[src/rtl/dot_prod_mc.sv]
// Multi-channel dot product: streams x against NCH coefficient tables and returns saturated sums.
// Latency L+5 cycles from start to strobe; no backpressure, and a new start aborts the run in flight.
module dot_prod_mc #(
    parameter int NCH = 2,
    parameter int PCW = 10,
    parameter int XW  = 18,
    parameter int KW  = 18,
    parameter int OW  = 18,
    parameter int PSH = 15,
    parameter int GW  = 4
) (
    input  logic                  clk,
    input  logic                  reset_n,
    input  logic                  start,
    input  logic [PCW-1:0]        len,
    input  logic signed [XW-1:0]  x,
    input  logic [NCH*KW-1:0]     k_out,
    output logic [PCW-1:0]        k_out_addr,
    output logic [NCH*OW-1:0]     result,
    output logic [NCH-1:0]        sat_flag,
    output logic                  strobe,
    output logic                  busy
);
    localparam int TW = OW + 2;
    localparam int AW = TW + GW;
    localparam int PW = XW + KW;
    localparam logic signed [TW-1:0] T_MAX = {1'b0, {(TW-1){1'b1}}};
    localparam logic signed [TW-1:0] T_MIN = {1'b1, {(TW-1){1'b0}}};
    localparam logic signed [OW-1:0] O_MAX = {1'b0, {(OW-1){1'b1}}};
    localparam logic signed [OW-1:0] O_MIN = {1'b1, {(OW-1){1'b0}}};

    logic [PCW-1:0]        r_pc;
    logic [PCW:0]          r_rem;
    logic                  r_busy;
    logic                  r_a_vld, r_a_fst, r_a_lst;
    // Tag stages: 0 = RAM data/x present, 1 = k/x registered, 2 = product, 3 = term
    logic [3:0]            r_vld, r_fst, r_lst;
    logic signed [KW-1:0]  r_k   [NCH];
    logic signed [XW-1:0]  r_x;
    logic signed [PW-1:0]  r_p   [NCH];
    logic signed [TW-1:0]  r_t   [NCH];
    logic signed [AW-1:0]  r_acc [NCH];
    logic [NCH-1:0]        r_sticky, r_sat_flag;
    logic [NCH*OW-1:0]     r_result;
    logic                  r_strobe;

    logic [PCW:0]          w_len_eff;
    logic signed [PW-1:0]  w_sh      [NCH];
    logic signed [TW-1:0]  w_t       [NCH];
    logic signed [AW-1:0]  w_acc_nxt [NCH];
    logic signed [OW-1:0]  w_res     [NCH];
    logic [NCH-1:0]        w_t_sat, w_fin_sat;
    logic                  w_final;

    assign w_len_eff = (len == '0) ? {1'b1, {PCW{1'b0}}} : {1'b0, len};
    assign w_final   = r_vld[3] && r_lst[3] && !start;

    always_comb begin
        w_t_sat   = '0;
        w_fin_sat = '0;
        for (int c = 0; c < NCH; c++) begin
            w_sh[c] = r_p[c] >>> PSH;
            w_t[c]  = w_sh[c][TW-1:0];
            if (!(&w_sh[c][PW-1:TW-1] || ~|w_sh[c][PW-1:TW-1])) begin
                w_t[c]     = w_sh[c][PW-1] ? T_MIN : T_MAX;
                w_t_sat[c] = 1'b1;
            end
            w_acc_nxt[c] = r_fst[3] ? {{GW{r_t[c][TW-1]}}, r_t[c]}
                                    : r_acc[c] + {{GW{r_t[c][TW-1]}}, r_t[c]};
            w_res[c] = w_acc_nxt[c][TW-1:2];
            if (!(&w_acc_nxt[c][AW-1:TW-1] || ~|w_acc_nxt[c][AW-1:TW-1])) begin
                w_res[c]     = w_acc_nxt[c][AW-1] ? O_MIN : O_MAX;
                w_fin_sat[c] = 1'b1;
            end
        end
    end

    always_ff @(posedge clk or negedge reset_n) begin
        if (!reset_n) begin
            r_pc       <= '0;
            r_rem      <= '0;
            r_busy     <= 1'b0;
            r_a_vld    <= 1'b0;
            r_a_fst    <= 1'b0;
            r_a_lst    <= 1'b0;
            r_vld      <= '0;
            r_fst      <= '0;
            r_lst      <= '0;
            r_x        <= '0;
            r_sticky   <= '0;
            r_sat_flag <= '0;
            r_result   <= '0;
            r_strobe   <= 1'b0;
            for (int c = 0; c < NCH; c++) begin
                r_k[c]   <= '0;
                r_p[c]   <= '0;
                r_t[c]   <= '0;
                r_acc[c] <= '0;
            end
        end else begin
            r_strobe <= 1'b0;
            if (start) begin
                r_pc    <= '0;
                r_rem   <= w_len_eff - (PCW+1)'(1);
                r_a_vld <= 1'b1;
                r_a_fst <= 1'b1;
                r_a_lst <= (w_len_eff == (PCW+1)'(1));
                r_busy  <= 1'b1;
            end else if (r_a_vld) begin
                if (r_rem != '0) begin
                    r_pc    <= r_pc + PCW'(1);
                    r_rem   <= r_rem - (PCW+1)'(1);
                    r_a_fst <= 1'b0;
                    r_a_lst <= (r_rem == (PCW+1)'(1));
                end else begin
                    r_a_vld <= 1'b0;
                end
            end
            // A restart flushes every tag so nothing of the aborted run reaches the accumulator
            r_vld <= start ? 4'b0000 : {r_vld[2:0], r_a_vld};
            r_fst <= {r_fst[2:0], r_a_fst};
            r_lst <= {r_lst[2:0], r_a_lst};
            r_x   <= x;
            for (int c = 0; c < NCH; c++) begin
                r_k[c] <= k_out[c*KW +: KW];
                r_p[c] <= PW'(r_k[c]) * PW'(r_x);
                r_t[c] <= w_t[c];
                if (r_vld[3]) r_acc[c] <= w_acc_nxt[c];
            end
            if (start || w_final) r_sticky <= '0;
            else if (r_vld[2])    r_sticky <= r_sticky | w_t_sat;
            if (w_final) begin
                for (int c = 0; c < NCH; c++) r_result[c*OW +: OW] <= w_res[c];
                r_sat_flag <= r_sticky | w_fin_sat;
                r_strobe   <= 1'b1;
                r_busy     <= 1'b0;
            end
        end
    end

    assign k_out_addr = r_pc;
    assign result     = r_result;
    assign sat_flag   = r_sat_flag;
    assign strobe     = r_strobe;
    assign busy       = r_busy | start;
endmodule

[config.mk]
export PLATFORM = sky130hd
export DESIGN_NAME = dot_prod_mc
export DESIGN_NICKNAME = d
export VERILOG_FILES = /design/src/rtl/dot_prod_mc.sv
export SDC_FILE = /design/constraint.sdc
export NUM_CORES = 2
export LEC_CHECK = 0
export CELL_PAD_IN_SITES_DETAIL_PLACEMENT = 0
export CELL_PAD_IN_SITES_GLOBAL_PLACEMENT = 1
export CORE_MARGIN = 5
export CORE_UTILIZATION = 35
export CTS_CLUSTER_DIAMETER = 80
export DETAILED_ROUTE_END_ITERATION = 10
export PLACE_DENSITY = 0.63
export SLEW_MARGIN = 20
export SYNTH_ARGS = -nofsm -noshare
export SYNTH_HDL_FRONTEND = slang
export SYNTH_SLANG_ARGS = --single-unit
[constraint.sdc]
create_clock -name clk -period 6.5 [get_ports clk]
set_clock_uncertainty 0.1 [all_clocks]
set_input_delay 0.975 -clock clk [delete_from_list [all_inputs] [get_ports clk]]
set_output_delay 0.975 -clock clk [all_outputs]
set_load 0.03 [all_outputs]
==> results by group <==
STA
  • Slew Limit Fails: 0
  • Setup violators final: 0
  • Worst Tran Pin Value: 0.839 ns
  • Final Critical Period: 6.39 ns
  • Setup tns final: 0 ns
  • Final Hold Viols: 0
  • Relative slew slack: 0.441
  • Fmax: 156 MHz
  • RSZ-0062 raised after global routing: yes
  • Post-route clock period utilization: 0.983

Yosys
  • Post-Synthesis Cell Area: 34800 sq um
  • Net count after synthesis: 4524
  • Syn Area/Cell: 9.75 sq um
  • Dominant cell type by area after synthesis: fa_1
  • Share of the synthesized area in the top cell type: 0.379
  • Top cells by area, synth: fa_1 38%, dfrtp_1 19%, ha_1 8.3%, inv_1 7.9%, and2_1 5.8%
  • Prevailing post-synth register cell: dfrtp_1
  • Synthesized flop and latch total: 262
  • Synthesis warning total: 0
  • Cell variety after synth: 76
  • Sequential fraction of the synthesis area: 0.188
  • Synthesized instance count: 3568
  • Ys async rst share: 1.00
  • Post-synth EDFFs: 0

Final layout
  • Filler instances: 9732
  • Commonest non-fill, non-tap cell in the layout: inv_1
  • Most frequent cells in the layout: 726 x inv_1, 652 x fa_1, 399 x nand2_1
  • Layout net count: 4740
  • Area grow syn2layout: 16.3%
  • Final Cell Area: 40500 sq um
  • Layout cells sized above 1: 0.104
  • # diodes: 0
  • Finished Layout Cells: 5100
  • Final core utilization: 0.411

Global routing
  • Gr usage total: 0.168
  • Antenna violations before repair: 2
  • Vias in the first global route: 26000
  • Met2 usage: 0.273
  • Largest net degree at the start of global routing: 119
  • Grt met3 use: 0.0258
  • GRT Residual Overflow: 0
  • First-pass GRT wire length: 144 mm
  • GR peak layer: met2
  • Met1 usage: 0.242

Setup path
  • Startpoint types: flip-flop
  • CP Capture Type: flip-flop
  • Crit Path Category: flip-flop to flip-flop
  • Worst path arrival time: 6.78 ns
  • Crit path max fanout: 9
  • CP required: 6.88 ns
  • Internal reg-to-reg setup slack: 0.11 ns

Placed design
  • Post-Place Cells: 5023
  • Placed cell areas: 38800 sq um
  • Final Wtd Congestion: 0.840
  • Detail Placement HPWL: 71.9 mm
  • Port bufs: 116

Drt
  • Drt drc: 0
  • Vias per std cell: 4.62
  • WL/cell: 17.1 um
  • Vias: 23600
  • Drt pass-1 iters: 5
  • Total Wirelength: 87.0 mm
  • ANT nets after route: 0
  • Drt first-iter violations: 995

Floorplanning
  • Die H: 325 um
  • Ports: 117
  • Chip width: 325 um
  • Core area: 98600 sq um
  • # rows: 115
  • Die ar.: 106000 sq um
  • Starting Density: 0.353

Clock network
  • TritonCTS buffer count: 39
  • Worst-path clk slew: 0.06 ns
  • CTS tree: built
  • H-tree Lvls: 2
  • Worst skew pair latency: 0.61 ns
  • Clk sinks: 262
  • Clock root cell: clkbuf_16
  • Maximum clock insertion buffer count: 3

Job
  • Max-cap viol count: 0

Worst hold path
  • Hold WC Path Type: flip-flop to flip-flop

Run status
  • Status: completed
## cells in the mapped netlist, types with 3 or more instances
library cell,count
nand2_1,401
a21o_1,66
o22ai_1,19
nand4_1,12
a21boi_0,3
mux2i_1,10
buf_1,5
a21oi_1,91
clkbuf_1,138
a31oi_1,11
and4_1,3
nor2b_1,19
or3_1,4
or3b_2,4
o22a_1,4
fa_1,658
xor2_1,37
o31ai_1,6
mux2_2,36
a41o_1,3
or2_2,10
ha_1,231
o211ai_1,8
nand3_1,20
nand2b_1,21
and3_1,9
a211oi_1,11
and2_1,322
a211o_1,3
a31o_2,3
o21ai_0,94
o21bai_1,8
xnor2_1,85
nor3_1,21
nor2_1,131
o21a_1,10
nor3b_1,4
o21ai_1,14
dfrtp_1,262
inv_1,728
## stage by stage
| stage | hold slack [ns] | worst slack, ns |
|---|---|---|
| 3_3_place_gp | 0.234 | -0.211 |
| 5_1_grt | 0.253 | -0.0955 |
| 6_report | 0.248 | 0.108 |
| 3_5_place_dp | 0.237 | -0.232 |
| 4_1_cts | 0.250 | 0.0166 |
| 2_1_floorplan | 0.231 | 0.0410 |
## routing by layer
layer / vias to the layer above / part of all wire
li1: 11200 / -
met1: 11900 / 0.49
met2: 300 / 0.46
met3: 77 / 0.036
met4: 0 / 0.018
met5: - / 0
## state kept, by name (all words and copies together), names as in the netlist, 10 cells and up
register,flops
k_out_addr,10
r_p,42
r_t,40
result,36
r_rem,11
r_k,36
r_acc,48
r_x,18
## logic make-up (layout without fill, tap and decap cells)
| family | Yosys count | in the layout | share of synthesized area |
|---|---|---|---|
| and+or+nand+nor | 991 | 991 | 0.140 |
| xor gates and xnor gates | 122 | 122 | 0.0307 |
| muxes | 46 | 46 | 0.0145 |
| DFF | 262 | 262 | 0.188 |
| AOI/OAI and AO/OA | 384 | 384 | 0.0703 |
| buffers and inverters | 874 | 1119 | 0.0947 |
| adders and majority gates | 889 | 889 | 0.462 |
## final cells by class
class / instances / area, sq um / share of cell area
Clock buffer: 49 / 1060 / 0.0263
Tap cell: 1287 / 1610 / 0.0398
Timing Repair Buffer: 321 / 3040 / 0.0751
Sequential cell: 262 / 6580 / 0.162
Multi-Input combinational cell: 2432 / 25200 / 0.623
Inverter: 728 / 2730 / 0.0675
Clock inverter: 21 / 249 / 0.00615
## worst paths after layout
| check | cells after the start | startpoint | to |
|---|---|---|---|
| setup / recovery | 24 | r_x[3]$_DFF_PN0_ | r_p[71]$_DFF_PN0_ |
| hold / removal | 0 | r_lst[0]$_DFF_PN0_ | r_lst[1]$_DFF_PN0_ |
| setup reg to reg | 24 | r_x[3]$_DFF_PN0_ | r_p[71]$_DFF_PN0_ |
| hold reg to reg | 0 | r_lst[0]$_DFF_PN0_ | r_lst[1]$_DFF_PN0_ |
| max in group asynchronous | 2 | reset_n | r_k[15]$_DFF_PN0_ |
| min in group asynchronous | 1 | reset_n | result[26]$_DFFE_PN0P_ |
## worst max-delay path, cell delays in order (launching register included)
cell and delay [ns]:
dfrtp_1 0.39, buf_12 0.15, buf_12 0.13, buf_4 0.15, and2_1 0.15, fa_1 0.54, inv_1 0.06, fa_1 0.44
fa_1 0.56, inv_1 0.08, fa_2 0.40, fa_1 0.50, inv_1 0.05, fa_1 0.47, inv_1 0.04, ha_1 0.29
a21o_1 0.17, a21o_1 0.18, a21oi_2 0.20, o2111ai_2 0.16, a41o_1 0.29, a41o_1 0.26, a221oi_2 0.26, o21bai_1 0.12
xnor2_1 0.14
## timing repair
action	in CTS	in global routing
resized for setup	16	53
pin swaps	10	18
buffers inserted	3	4
hold buffers	0	0
setup endpoints to repair	13	26
cloned	0	0
Power is left out: the tool's default activity adds up to more than one toggle a clock period on the data nets, which glitch-free logic cannot reach.
